===== config.mk =====
export PLATFORM = sky130hd
export DESIGN_NAME = elevator_sched
export DESIGN_NICKNAME = d
export VERILOG_FILES = /design/src/rtl/elevator_sched.sv
export SDC_FILE = /design/constraint.sdc
export NUM_CORES = 1
export LEC_CHECK = 0
export CAP_MARGIN = 30
export CORE_UTILIZATION = 45
export DETAILED_ROUTE_END_ITERATION = 8
export PLACE_DENSITY = 0.66
export SLEW_MARGIN = 10
export SYNTH_ARGS = -nofsm -noshare
export SYNTH_HDL_FRONTEND = slang
export SYNTH_SLANG_ARGS = --single-unit

===== constraint.sdc =====
create_clock -name clk -period 3.2 [get_ports clk]
set_clock_uncertainty 0.05 [all_clocks]
set_input_delay 0.32 -clock clk [delete_from_list [all_inputs] [get_ports clk]]
set_output_delay 0.32 -clock clk [all_outputs]
set_load 0.01 [all_outputs]

===== src/rtl/elevator_sched.sv =====
// elevator_sched: four-floor elevator car scheduler.
//
// Keeps latched floor requests and serves them in the current travel
// direction. It reverses direction only when nothing is left ahead of the
// car. The FSM has three states: IDLE, MOVE and DOOR. Every output comes
// straight from a register.
//
// Parameters:
//   TRAVEL_CYC  clock cycles to travel one floor (1..255)
//   DOOR_CYC    clock cycles the door stays open (1..255)
//
// Ports:
//   clk        in   rising-edge clock
//   clr        in   synchronous active-high reset
//   call[3:0]  in   floor request pulses (bit0 = ground floor)
//   door_hold  in   freezes the door timer while in DOOR
//                   (present only with ELEVSCHED_DOOR_HOLD_EN)
//   cur_floor  out  current floor 0..3
//   dir        out  travel direction (1 = up, 0 = down)
//   moving     out  car is in MOVE
//   door_open  out  car is in DOOR
//   arrive     out  one-cycle pulse on entry to DOOR
//   pending    out  latched, unserved requests
//
// Optional feature macro: ELEVSCHED_DOOR_HOLD_EN
module elevator_sched #(
   parameter int unsigned TRAVEL_CYC = 4,
   parameter int unsigned DOOR_CYC   = 8
) (
   input  logic       clk,
   input  logic       clr,
   input  logic [3:0] call,
`ifdef ELEVSCHED_DOOR_HOLD_EN
   input  logic       door_hold,
`endif
   output logic [1:0] cur_floor,
   output logic       dir,
   output logic       moving,
   output logic       door_open,
   output logic       arrive,
   output logic [3:0] pending
);

   typedef enum logic [1:0] {ST_IDLE, ST_MOVE, ST_DOOR} state_t;

   localparam logic [7:0] TRAVEL_LAST = 8'(TRAVEL_CYC - 1);
   localparam logic [7:0] DOOR_LAST   = 8'(DOOR_CYC - 1);

   state_t     r_state, w_state_nxt;
   logic [1:0] r_floor, w_floor_nxt;
   logic       r_dir, w_dir_nxt;
   logic       r_moving, r_door, r_arrive, w_arrive_nxt;
   logic [3:0] r_pending, w_pend_nxt;
   logic [7:0] r_tcnt, w_tcnt_nxt;
   logic [7:0] r_dcnt, w_dcnt_nxt;

   logic       w_hold;
   logic [1:0] w_nf;
   logic [3:0] w_above, w_below, w_above_nf, w_below_nf;
   logic       w_ahead, w_behind, w_ahead_nf;

`ifdef ELEVSCHED_DOOR_HOLD_EN
   assign w_hold = door_hold;
`else
   assign w_hold = 1'b0;
`endif

   // Floor the car reaches on the current step. The value is only used in
   // MOVE, where the direction guarantees it stays within 0..3.
   assign w_nf = r_dir ? r_floor + 2'd1 : r_floor - 2'd1;

   always_comb begin
      w_above    = '0;
      w_below    = '0;
      w_above_nf = '0;
      w_below_nf = '0;
      for (int unsigned i = 0; i < 4; i++) begin
         w_above[i]    = 2'(i) > r_floor;
         w_below[i]    = 2'(i) < r_floor;
         w_above_nf[i] = 2'(i) > w_nf;
         w_below_nf[i] = 2'(i) < w_nf;
      end
   end

   assign w_ahead    = r_dir ? |(r_pending & w_above) : |(r_pending & w_below);
   assign w_behind   = r_dir ? |(r_pending & w_below) : |(r_pending & w_above);
   assign w_ahead_nf = r_dir ? |(r_pending & w_above_nf) : |(r_pending & w_below_nf);

   always_ff @(posedge clk) begin
      if (clr) begin
         r_state   <= ST_IDLE;
         r_floor   <= '0;
         r_dir     <= 1'b1;
         r_moving  <= 1'b0;
         r_door    <= 1'b0;
         r_arrive  <= 1'b0;
         r_pending <= '0;
         r_tcnt    <= '0;
         r_dcnt    <= '0;
      end else begin
         r_state   <= w_state_nxt;
         r_floor   <= w_floor_nxt;
         r_dir     <= w_dir_nxt;
         r_moving  <= (w_state_nxt == ST_MOVE);
         r_door    <= (w_state_nxt == ST_DOOR);
         r_arrive  <= w_arrive_nxt;
         r_pending <= w_pend_nxt;
         r_tcnt    <= w_tcnt_nxt;
         r_dcnt    <= w_dcnt_nxt;
      end
   end

   always_comb begin
      w_state_nxt  = r_state;
      w_floor_nxt  = r_floor;
      w_dir_nxt    = r_dir;
      w_arrive_nxt = 1'b0;
      w_pend_nxt   = r_pending | call;
      w_tcnt_nxt   = r_tcnt;
      w_dcnt_nxt   = r_dcnt;
      case (r_state)
         ST_IDLE: begin
            if (r_pending[r_floor]) begin
               // The bit is served now, so a same-edge call for it is dropped.
               w_state_nxt         = ST_DOOR;
               w_dcnt_nxt          = '0;
               w_arrive_nxt        = 1'b1;
               w_pend_nxt[r_floor] = 1'b0;
            end else if (w_ahead) begin
               w_state_nxt = ST_MOVE;
               w_tcnt_nxt  = '0;
            end else if (w_behind) begin
               // At floor 0 or floor 3 only the opposite side can hold
               // requests, so this branch also sets the forced direction.
               w_state_nxt = ST_MOVE;
               w_dir_nxt   = ~r_dir;
               w_tcnt_nxt  = '0;
            end
         end
         ST_MOVE: begin
            if (r_tcnt == TRAVEL_LAST) begin
               w_tcnt_nxt  = '0;
               w_floor_nxt = w_nf;
               if (r_pending[w_nf]) begin
                  w_state_nxt      = ST_DOOR;
                  w_dcnt_nxt       = '0;
                  w_arrive_nxt     = 1'b1;
                  w_pend_nxt[w_nf] = 1'b0;
               end else if (!w_ahead_nf) begin
                  w_state_nxt = ST_IDLE;
               end
            end else begin
               w_tcnt_nxt = r_tcnt + 8'd1;
            end
         end
         ST_DOOR: begin
            // A call for the open floor is never latched; it only restarts the timer.
            w_pend_nxt[r_floor] = 1'b0;
            if (call[r_floor]) begin
               w_dcnt_nxt = '0;
            end else if (!w_hold) begin
               if (r_dcnt == DOOR_LAST) begin
                  w_state_nxt = ST_IDLE;
                  w_dcnt_nxt  = '0;
               end else begin
                  w_dcnt_nxt = r_dcnt + 8'd1;
               end
            end
         end
         default: w_state_nxt = ST_IDLE;
      endcase
   end

   assign cur_floor = r_floor;
   assign dir       = r_dir;
   assign moving    = r_moving;
   assign door_open = r_door;
   assign arrive    = r_arrive;
   assign pending   = r_pending;

endmodule


==> impl_summary.log <==
[metrics] outcome: finished, final reports clean
[metrics] crit path buf inv count: 1
[metrics] die width: 60.7 microns
[metrics] HP Class: flip-flop to flip-flop
[metrics] syn nets: 191
[metrics] CP max stage delay: between 0.6 and 0.7 ns
[metrics] Post-Syn Area: 1550 sq um
[metrics] slowest cell on the critical path: sky130_fd_sc_hd__nor3_1
[metrics] leakage power figure: 0.662 nW
[metrics] share of the clock period used by the worst path: 88.2%
[metrics] number of fillers in the final layout: 314
[metrics] Power Density: approximately 450 nW/um^2
[metrics] CTS buffer count: 3
[metrics] WP data arrival: 3.04 ns
[metrics] Total GRT Usage: 21.2%
[metrics] mean cell area of the mapped netlist: roughly 8.8 sq um
[metrics] Routed WL per cell: ~14 microns
[metrics] final hold viol count: 0
[metrics] Most used DFF post-synth: sky130_fd_sc_hd__dfxtp_1
[metrics] library cell occupying the most area in the post-synthesis netlist: sky130_fd_sc_hd__dfxtp_1
[metrics] asr flop ratio synth: 0%
[metrics] TritonCTS clock tree: done
[metrics] count of mapped cells out of synthesis: 177
[metrics] die area: 3680 sq um
[metrics] Peak VDD IR: 0.206 mV
[metrics] Netlist cell types: 45
[metrics] number of global-route vias before repair: ~1300
[metrics] share of the synthesized area in the top cell type: 36.2%
[metrics] wire length of the first global-routing pass: 5890 microns
[metrics] buffers inserted during post-CTS setup optimization: 0
[metrics] port bufs: 15
[metrics] setup repair after global routing missed its margin: false
[metrics] overall die height: 60.7 microns
[metrics] IO Pins: 16
[metrics] number of failing setup endpoints in the final timing report: 0
[metrics] drt pass-1 iters: 4
[metrics] fraction of layout cells with a size suffix above 1: 7.22%
[metrics] number of buffers inserted for hold repair after clock tree synthesis: 0
[metrics] number of warnings printed during yosys synthesis: 0
[metrics] share of the yosys chip area belonging to registers: 36.2%
[metrics] Area growth, synth to finish: 15.6%
[metrics] first-iteration detailed-routing DRC count: 75
[metrics] initial cell density of the core: 49.2%
[metrics] CTS resizes: 0
[metrics] crit start category: flip-flop
[metrics] maximum number of pins on one net before global-route repair: 17
[metrics] number of synthesized register bits: 28
[metrics] metal2 WL: 1630 microns
[metrics] H-tree Lvls: 1
[metrics] Detail Placement HPWL: 2560 microns
[metrics] FF-to-FF Start: cur_floor[1]
[metrics] antenna diode instance count: 0
[metrics] cell mode on critical path: sky130_fd_sc_hd__o21ai_0
[metrics] required time of the worst setup path: 3.42 ns
[metrics] largest fanout on the critical path: 10
[metrics] total number of vias: 1384
[metrics] cells along the critical path: inv_1 -> ha_1 -> xor2_1 -> mux2_2 -> nor2_1 -> nor3_1 -> o21ai_0 -> o21ai_0
[metrics] register cell area after layout: roughly 560 sq um
[metrics] Crit Path Category: flip-flop to flip-flop
[metrics] clock period minus final worst setup slack: 2.82 ns
[metrics] Residual DRC: 0
[metrics] combined area of the multi-input logic cells: 925 sq um
[metrics] Max Cap Viol: 0
[metrics] antenna violations before repair: 0
[metrics] top sig layer: met4
[metrics] total wire length: 3430 microns
[metrics] clock sink total: 28
[metrics] total congestion overflow after global routing: 0
[metrics] slew at the pin closest to its max-slew limit: 0.752 ns
[metrics] std cell rows: 20
[metrics] Inst Count DP: around 230
[metrics] cell family with the largest share of critical-path delay: simple AND/OR/NAND/NOR gates
[metrics] routed length on met3: 105 microns
[metrics] count of placed standard cells in the final layout, fillers left out: 238
[metrics] EDFF count, synth: 0
[metrics] routability congestion estimate: 0.813
[metrics] sum of negative setup slack: 0 ns
[metrics] crit path launch: cur_floor[1]
[metrics] critical path endpoint category: flip-flop
[metrics] floorplan core area: approximately 3200 sq um
[metrics] wire length on met1: approximately 1700 microns
[metrics] worst-skew pair later-pin latency: 0.34 ns
[metrics] Max Clock Freq: 354 MHz
[metrics] clock-pin slew reported for the worst setup and hold paths after clock tree synthesis: 0.15 ns
[metrics] number of pins exceeding their max-slew limit in the final report: 0
[metrics] top cells by area, synth: sky130_fd_sc_hd__dfxtp_1 36%, sky130_fd_sc_hd__ha_1 6.5%, sky130_fd_sc_hd__a21oi_1 4.8%
[metrics] number of buffers on the longest clock path: 2
[metrics] vias per cell: 5.82
[metrics] headroom to the max-slew limit: about half
[metrics] Routed Antenna Nets: 0
[metrics] Net count, final: between 200 and 250
[metrics] start point of the worst min-delay path: r_dcnt[7]
[metrics] clock root buffer: sky130_fd_sc_hd__clkbuf_4
synthesized netlist by cell type, drive strengths merged (3+ instances only):
cell type,n
nor2,19
and3,4
nor3b,3
nor3,6
or3,3
ha,8
buf,3
dfxtp,28
inv,9
nand3,9
nand2,11
a221oi,4
a21oi,16
xor2,6
o21ai,15
o211ai,4
flip-flops by register name (all words and copies together) (netlist names):
name / flops
r_state: 2
arrive: 1
r_dcnt: 8
dir: 1
pending: 4
door_open: 1
cur_floor: 2
moving: 1
r_tcnt: 8
through the flow:
step                      hold WS, ns  cell area (sq um)  setup WS [ns]  power (mW)  utilization [%]
after global placement          0.430               1740          0.665       0.578             55.2
final                           0.462               1790          0.376       0.809             56.8
after floorplan                 0.414               1550          0.732       0.528                -
after CTS                       0.468               1790          0.429       0.814             56.8
after global routing            0.511               1790          0.224       0.852             56.8
after detailed placement        0.448               1740          0.502       0.582             55.2
logic make-up after synthesis:
kind of cell / count (synthesis) / synth area share (%)
adder cells (fa/ha/maj): 8 / 6.46
multiplexers: 5 / 5.17
flip-flops: 28 / 36.2
XOR/XNOR: 7 / 3.95
AND/OR/NAND/NOR: 66 / 22.3
buffers and inverters: 13 / 4.20
AO/OA/AOI/OAI: 50 / 21.8
worst min-delay path, delay by kind of cell, from the launching register on:
kind             cells  cell delay (ns)
flip-flops           1             0.36
AND/OR/NAND/NOR      1             0.06
AO/OA/AOI/OAI        1             0.06
layer usage:
layer	GRT usage, %	up-vias
met5	0	-
met4	6.49	0
met3	2.56	4
met2	36.1	32
met1	28.1	654
li1	-	694
power by group:
group	total [mW]	switching [mW]	internal (mW)
clock	0.235	0.108	0.127
combinational	0.169	0.0933	0.0758
sequential	0.405	0.0328	0.372
path summary, 6_finish.rpt:
check | to | slack [ns] | cells after the start
max | r_dcnt[5] | 0.38 | 8
min | r_dcnt[7] | 0.46 | 2
max reg2reg | r_dcnt[5] | 0.38 | 8
min reg2reg | r_dcnt[7] | 0.46 | 2
final cells by class:
class | count | area share, %
Multi-Input combinational cell | 136 | 51.6
Clock inverter | 1 | 1.68
Tap cell | 44 | 3.07
Sequential cell | 28 | 31.3
Timing Repair Buffer | 17 | 9.22
Inverter | 9 | 1.89
Clock buffer | 3 | 1.26
placed cells by master (no fill, tap or decap), types with 3 or more instances in the layout:
cell type	synthesis	layout
sky130_fd_sc_hd__clkbuf_4	0	3
sky130_fd_sc_hd__xor2_1	6	6
sky130_fd_sc_hd__nor3_1	6	6
sky130_fd_sc_hd__inv_1	9	9
sky130_fd_sc_hd__nor2_1	19	19
sky130_fd_sc_hd__nand2_1	11	11
sky130_fd_sc_hd__and3_1	4	4
sky130_fd_sc_hd__o211ai_1	4	4
sky130_fd_sc_hd__ha_1	8	8
sky130_fd_sc_hd__nor3b_1	3	3
sky130_fd_sc_hd__a21oi_1	15	15
sky130_fd_sc_hd__dfxtp_1	28	28
sky130_fd_sc_hd__o21ai_0	14	14
sky130_fd_sc_hd__nand3_1	9	9
sky130_fd_sc_hd__clkdlybuf4s50_1	0	15
Note: power is estimated with default switching activity, not from simulation.
==> edit (config.mk and constraints unchanged) <==
Register the output `pending` once more, without a reset; this adds one clock of latency there. The other outputs are not delayed to match.
--- a/src/rtl/elevator_sched.sv
+++ b/src/rtl/elevator_sched.sv
@@ -178,3 +178,5 @@
    assign arrive    = r_arrive;
-   assign pending   = r_pending;
+   always_ff @(posedge clk) begin
+      pending <= r_pending;
+   end
 
Formal check against the unedited RTL: not equivalent (a bounded check fails within 4 cycles, from zero or initial values).
==> edit against the unedited design <==
First-iteration DRC count increased by 15%. Sequential cell count increased by 4. Wire length increased by 14%. Setup slack improved by 0.13 ns. Synthesized cell count increased by 7.9%. Non-clock buffer count decreased by 1. Area after synthesis increased by 15%. Final area increased by 13%. Critical path depth decreased by 1. Combinational power increased by 65%. Power increased by 32%. Clock power increased by 22%. Critical path type unchanged.
==> edit: results (changes against the unedited design) <==
Largest net degree at the start of global routing -> 19 (was 17)
Layout cells sized above 1 -> 0.1220 (was 0.07216)
CP top delay family -> flip-flops (was simple AND/OR/NAND/NOR gates)
First-pass GRT wire length -> 6.423 mm (was 5.885 mm)
Worst vdd ir -> 236.1 µV (was 206.4 µV)
Vias in the first global route -> 1416 (was 1322)
Vias -> 1535 (was 1384)
Dpl hpwl -> 2.876 mm (was 2.560 mm)
Worst slack at placement -> 0.4986 ns (was 0.5017 ns)
Worst Path Arrival -> 2.86 ns (was 3.04 ns)
Syn Nets -> 205 (was 191)
Leak pwr -> 0.7558 nW (was 0.6619 nW)
Worst-Skew Late Latency -> 0.28 ns (was 0.34 ns)
Outcome -> complete, no violations (unchanged)
Seq/Total Area, Yosys -> 0.3608 (was 0.3616)
Critical Path Max Stage Delay -> 0.59 ns (was 0.65 ns)
Clock slew at reported path FFs -> 0.06 ns (was 0.15 ns)
Area after DPL -> 1944 µm² (was 1739 µm²)
Wire per inst -> 15.42 µm (was 14.42 µm)
Total track usage -> 0.2014 (was 0.2117)
Cell variety after synth -> 51 (was 45)
H-tree levels -> 2 (was 1)
Num CTS Buffers -> 5 (was 3)
Synth top area cells -> dfxtp_1, ha_1, a21oi_1, nor2_1, nand2_1 (was dfxtp_1, ha_1, a21oi_1, nor2_1, o21ai_0)
DRT iter0 DRCs -> 86 (was 75)
Max stage delay cell, worst path -> dfxtp_1 (was nor3_1)
Routability cong. -> 0.8548 (was 0.8134)
Layout Nets -> 219 (was 209)
Rel. slew slack -> 0.5396 (was 0.4946)
Critical Path Fanout Max -> 10 (unchanged)
[edit: through the flow]
stage / hold slack [ns] / cells / util
floorplan: 0.3416 / 191 / -
global placement: 0.3848 / 246 / 0.5232
detailed placement: 0.3909 / 246 / 0.5232
CTS: 0.4002 / 253 / 0.5441
global route: 0.4123 / 253 / 0.5441
finish: 0.3964 / 253 / 0.5441
[edit: final cells by class]
class                      count  area, µm²
fill                         343       1694
multi-input combinational    142       1056
sequential                    32      640.6
timing repair buffer          16      157.7
clock buffer                   6      72.57
tap                           48      60.06
inverter                       8      30.03
clock inverter                 1      5.005
[edit: worst register-to-register path, delay by kind of cell, from the launching register on]
kind,cells,cell delay (ns)
flops,1,0.59
mux,2,0.59
compound gates,2,0.55
fa+ha+maj,1,0.39
xor+xnor,1,0.28
buf+inv,1,0.17
[edit: cell families after synthesis]
family                   share of synthesized area
AO/OA/AOI/OAI                               0.2375
XOR/XNOR                                  0.009868
adder cells (fa/ha/maj)                    0.05638
buffers and inverters                      0.04440
flip-flops                                  0.3608
multiplexers                               0.05779
AND/OR/NAND/NOR                             0.2333
[edit: per-layer routing]
layer / GRT usage / part of all wire / vias up
met5: 0 / 0 / -
met4: 0.1028 / 0.020 / 0
met3: 0.05634 / 0.039 / 10
met2: 0.3216 / 0.49 / 49
met1: 0.2451 / 0.45 / 731
li1: - / - / 745
[edit: report_power, final]
part	internal, mW	switching (mW)	leakage (nW)
combinational	0.133	0.146	0.453
sequential	0.439	0.0620	0.262
clock	0.147	0.139	0.0410
total	0.720	0.347	0.756
[edit: path summary, 6_finish.rpt]
check                                   from          to  slack (ns)  depth (start not counted)
worst max-delay path            cur_floor[0]   r_dcnt[3]        0.50                          7
worst min-delay path            r_pending[0]  pending[0]        0.40                          0
worst max register to register  cur_floor[0]   r_dcnt[3]        0.50                          7
worst min register to register  r_pending[0]  pending[0]        0.40                          0
